$ cat src/rtl/keypad_pkg.sv
// keypad_pkg: shared FSM states, digit count and key decoding helpers for keypad_encoder
package keypad_pkg;
  typedef enum logic [1:0] {IDLE, DEBOUNCE, ACCEPT, RELEASE} state_t;
  localparam int NDIGITS = 4;
  function automatic logic [3:0] onehot_to_bcd(input logic [9:0] k);
    logic [3:0] b;
    b = '0;
    for (int i = 0; i < 10; i++) if (k[i]) b = 4'(i);
    return b;
  endfunction
  function automatic logic single_key(input logic [9:0] k);
    return $countones(k) == 1;
  endfunction
endpackage

$ cat src/rtl/keypad_encoder_debounce_ctr.sv
// debounce_ctr: saturating sample counter shared by the press and release debounce phases
module debounce_ctr #(
  parameter int N = 4
) (
  input  logic clk,
  input  logic rst,
  input  logic clr,
  input  logic inc,
  output logic done
);
  localparam int W = $clog2(N + 1);
  logic [W-1:0] cnt;
  always_ff @(posedge clk)
    if (rst || clr) cnt <= '0;
    else if (inc && cnt != W'(N)) cnt <= cnt + 1'b1;
  // done means the sample being taken now is the Nth one
  assign done = cnt >= W'(N - 1);
endmodule

$ cat src/rtl/keypad_encoder.sv
// keypad_encoder: debounced one-hot keypad to four-digit BCD MM:SS entry register
// Define KEYPAD_OVERFLOW_LOCK_EN to block further digits once the register is full.
module keypad_encoder
  import keypad_pkg::*;
#(
  parameter int DEBOUNCE_CYCLES = 4
) (
  input  logic        clk,
  input  logic        rst,
  input  logic [9:0]  teclado,
  input  logic        enable,
  input  logic        limpar,
  output logic [15:0] digitos,
  output logic [3:0]  tecla_bcd,
  output logic        valido,
  output logic        cheio,
  output logic        ocupado
);
  state_t state, nxt;
  logic [9:0] key;
  logic [2:0] cnt;
  logic clr, inc, done, hit, fire;
  debounce_ctr #(.N(DEBOUNCE_CYCLES)) u_ctr (
    .clk(clk), .rst(rst), .clr(clr), .inc(inc), .done(done)
  );
  always_comb begin
    hit = state == IDLE ? single_key(teclado) : teclado == key;
    nxt = state;
    clr = 1'b1;
    inc = 1'b0;
    if (!enable) nxt = IDLE;
    else
      case (state)
        IDLE, DEBOUNCE: begin
          nxt = !hit ? IDLE : done ? ACCEPT : DEBOUNCE;
          inc = hit && !done;
          clr = !inc;
        end
        ACCEPT: nxt = RELEASE;
        RELEASE: begin
          nxt = teclado == '0 && done ? IDLE : RELEASE;
          inc = teclado == '0 && !done;
          clr = !inc;
        end
        default: nxt = IDLE;
      endcase
  end
  assign cheio = cnt == 3'(NDIGITS);
  assign ocupado = state != IDLE;
`ifdef KEYPAD_OVERFLOW_LOCK_EN
  assign fire = enable && state == ACCEPT && !limpar && !cheio;
`else
  assign fire = enable && state == ACCEPT && !limpar;
`endif
  always_ff @(posedge clk)
    if (rst) begin
      state <= IDLE;
      key <= '0;
      digitos <= '0;
      tecla_bcd <= '0;
      valido <= 1'b0;
      cnt <= '0;
    end else begin
      state <= nxt;
      if (state == IDLE) key <= teclado;
      valido <= fire;
      if (limpar) begin
        digitos <= '0;
        cnt <= '0;
      end else if (fire) begin
        digitos <= {digitos[11:0], onehot_to_bcd(key)};
        tecla_bcd <= onehot_to_bcd(key);
        cnt <= cheio ? cnt : cnt + 1'b1;
      end
    end
endmodule

$ cat config.mk
export PLATFORM = sky130hd
export DESIGN_NAME = keypad_encoder
export DESIGN_NICKNAME = d
export VERILOG_FILES = /design/src/rtl/keypad_pkg.sv /design/src/rtl/keypad_encoder_debounce_ctr.sv /design/src/rtl/keypad_encoder.sv
export SDC_FILE = /design/constraint.sdc
export NUM_CORES = 1
export LEC_CHECK = 0
export CORE_ASPECT_RATIO = 0.5
export CORE_UTILIZATION = 47
export DETAILED_ROUTE_END_ITERATION = 8
export PLACE_DENSITY = 0.76
export SYNTH_ARGS = -nofsm -noshare
export SYNTH_HDL_FRONTEND = slang
export SYNTH_HIERARCHICAL = 1
export SYNTH_SLANG_ARGS = --single-unit
$ cat constraint.sdc
create_clock -name clk -period 4.1 [get_ports clk]
set_input_delay 0.615 -clock clk [delete_from_list [all_inputs] [get_ports clk]]
set_output_delay 0.615 -clock clk [all_outputs]
set_load 0.01 [all_outputs]
==> results.json <==
{
  "async_flop_share_pct": 0,
  "synth_top_cells_by_area": "dfxtp_1 39%, nand2_1 9.3%, a21oi_1 8.1%",
  "min_path_cells": 2,
  "cts_tree": "built",
  "drt-total-wl_um": 4540,
  "synth_top_area_share_pct": 39.3,
  "drc_errors": 0,
  "grt_pass1_vias": 1582,
  "critPathArrivalTime_ns": 4.21,
  "finalSetupTns_ns": 0,
  "critPathKind": "input pin to flop",
  "synth_edf_count": 0,
  "via_per_inst": 5.29,
  "grt_pass1_wl_um": 7100,
  "top_level_ports": 37,
  "fp.dieW_um": 94.0,
  "synth_nets": 264,
  "reg2reg_to": "u_ctr/cnt[2]",
  "maxCapViolations": 0,
  "final_area_um2": 2580,
  "hold_class": "flop to flop",
  "crit_fanout": 3,
  "vdd_drop_max_mv": 0.149,
  "grt_max_degree": 21,
  "area_growth_pct": 29.8,
  "grtUsageTotal_pct": 21.1,
  "start_util_pct": 49.9,
  "skew_ns": 0.00372,
  "swShare_pct": 30.8,
  "synth.ff_latch_count": 39,
  "tightest_slew_ns": 0.834,
  "clock-root-buffer": "clkbuf_8",
  "drtIter0Drc": 75,
  "vias": 1787,
  "min_to": "digitos[12]",
  "worstHoldStart": "digitos[12]",
  "hold_viol_final": 0,
  "period_share_pct": 99.1,
  "multiInputGateArea_um2": 1120,
  "cp-end-kind": "flop",
  "fin_cells": 338,
  "utilization_pct": 64.7,
  "post-dp-hpwl_um": 3100,
  "max-slew-margin-rel_pct": 44.2,
  "htreeDepth": 2,
  "design.core.area_um2": 3980,
  "maxSlewViolCount": 0,
  "place_ws_ns": -0.683,
  "power_frac_clock_pct": 30.1,
  "outcome": "complete, no violations",
  "ys.flop_type": "dfxtp_1",
  "finalSetupViolCount": 0,
  "clock.fmax_mhz": 246,
  "crit_path_start_kind": "input pin",
  "syn_inst": 236,
  "clock_sink_count": 39,
  "syn_avg_cell_area_um2": 8.42,
  "r2r_setup_slack_ns": 1.89,
  "die-area_um2": 4510,
  "num_antenna_cells": 0,
  "seq_power_share_pct": 44.5,
  "portBuffers": 36,
  "placed_area_um2": 2440,
  "intPower_mw": 0.624,
  "row_count": 16,
  "drive_gt1_share_pct": 14.1,
  "switchingPower_mw": 0.278,
  "syn_area_um2": 1990,
  "place_inst": 326,
  "firstDrtPassIters": 4,
  "ys_types": 42,
  "fin_ws_ns": 0.0361,
  "grt_overflow": 0,
  "cp_data_required_time_ns": 4.25,
  "antenna_found_initial": 0,
  "clockBufferDepth": 2,
  "reg2reg_depth": 7,
  "ys_seq_area_share_pct": 39.3,
  "clk_latency_ns": 0.30,
  "antenna_left": 0,
  "seq_area_um2": 781,
  "startpoint": "teclado[5]",
  "fin_crit_ns": 4.06,
  "p_comb_share_pct": 25.4,
  "r2r_start": "state[1]",
  "routabilityCongestion": 0.816,
  "routedWlPerCell_um": 13.4,
  "cts-buffers-inserted": 5,
  "fillers": 346,
  "synth.largest_area_cell": "dfxtp_1",
  "power.leakage_nw": 1.00,
  "fp.dieH_um": 48.0,
  "ys_warn_count": 6,
  "nNetsFinal": 311,
  "powerDensity_nw_per_um2": 350,
  "clkTransAtPathRegs_ns": 0.08
}
Yosys cell counts (all sizes together), types with 2 or more instances:
| master | instances |
|---|---|
| a21oi | 32 |
| a211oi | 2 |
| xnor2 | 2 |
| clkbuf | 3 |
| ha | 8 |
| mux2i | 2 |
| dfxtp | 39 |
| nand2 | 49 |
| a21o | 2 |
| and3 | 2 |
| nand2b | 3 |
| nor2b | 2 |
| nor2 | 12 |
| a32oi | 2 |
| nor3 | 10 |
| o21ai | 3 |
| buf | 7 |
| and2 | 2 |
| nand4 | 3 |
| xor2 | 10 |
| fa | 6 |
| inv | 20 |
| nor4 | 4 |
layer usage:
layer	wire length (um)	share of wire, %	vias to the layer above	GRT usage, %
li1	-	-	876	-
met1	1990	44	833	24.7
met2	2170	48	60	37.7
met3	254	5.6	18	5.24
met4	131	2.9	0	11.7
met5	0	0	-	0
flip-flops by register name (all words and copies together), names as in the netlist:
name,count
key,10
tecla_bcd,4
cnt,3
valido,1
state,2
u_ctr/cnt,3
digitos,16
layout make-up:
type | count | share of cell area (%)
sequential | 39 | 30.3
clock inverter | 3 | 0.922
clock buffer | 5 | 2.67
tap | 54 | 2.62
timing repair buffer | 50 | 17.1
multi-input combinational | 167 | 43.5
inverter | 20 | 2.91
cells by family after synthesis:
kind of cell / Yosys count / share of synthesized area (%)
multiplexers: 2 / 1.01
adder cells (fa/ha/maj): 14 / 11.1
flip-flops: 39 / 39.3
buffers and inverters: 30 / 6.36
XOR/XNOR: 12 / 5.29
AND/OR/NAND/NOR: 93 / 23.6
AO/OA/AOI/OAI: 46 / 13.4
what timing repair did:
action	CTS	global route
setup endpoints to repair	3	3
pin swaps	5	9
setup buffers	1	3
hold buffers	0	0
resized for setup	14	16
stage by stage:
step	hold WS (ns)	total power, mW
floorplan	0.448	0.515
global placement	0.441	0.576
detailed placement	0.447	0.588
CTS	0.458	0.888
global route	0.476	0.942
finish	0.456	0.902
worst max-delay path, stage by stage:
cell       delay (ns)
buf_6            0.10
fa_1             0.52
fa_1             0.52
inv_1            0.05
fa_1             0.47
inv_2            0.08
ha_4             0.13
inv_2            0.03
fa_2             0.37
a2111oi_4        0.33
a21o_1           0.15
a21o_1           0.14
o21a_1           0.17
or2b_1           0.27
a21oi_1          0.19
nor3_1           0.07
cells in the final DEF, fill, tap and decap left out, types with 2 or more instances in the layout:
cell	instances
a211oi_1	2
a21o_1	2
a21oi_1	32
a32oi_1	2
and2_1	2
and3_1	2
buf_4	14
clkbuf_2	5
clkbuf_8	5
clkdlybuf4s50_1	30
clkinvlp_4	2
dfxtp_1	39
fa_1	5
ha_1	7
inv_1	18
inv_2	2
mux2i_1	2
nand2_1	49
nand2b_1	3
nand4_1	3
nor2_1	11
nor2b_1	2
nor3_1	7
nor3_2	2
nor4_1	2
nor4_2	2
o21ai_1	2
xnor2_1	2
xor2_1	10
how the worst max path moves through the flow:
| stage | end | cells past startpoint |
|---|---|---|
| after global placement | u_ctr/cnt[1] | 16 |
| final | u_ctr/cnt[2] | 16 |
| after floorplan | u_ctr/cnt[1] | 15 |
| after global routing | u_ctr/cnt[1] | 16 |
| after detailed placement | u_ctr/cnt[1] | 16 |
| after CTS | u_ctr/cnt[1] | 16 |
power groups by stage:
stage                     sequential (mW)  combinational (mW)  clock (mW)
final                               0.401               0.230       0.271
after global routing                0.403               0.248       0.291
after CTS                           0.401               0.212       0.275
after detailed placement            0.410               0.178           0
after global placement              0.409               0.167           0
after floorplan                     0.406               0.108           0
Note: power is estimated with default switching activity, not from simulation.
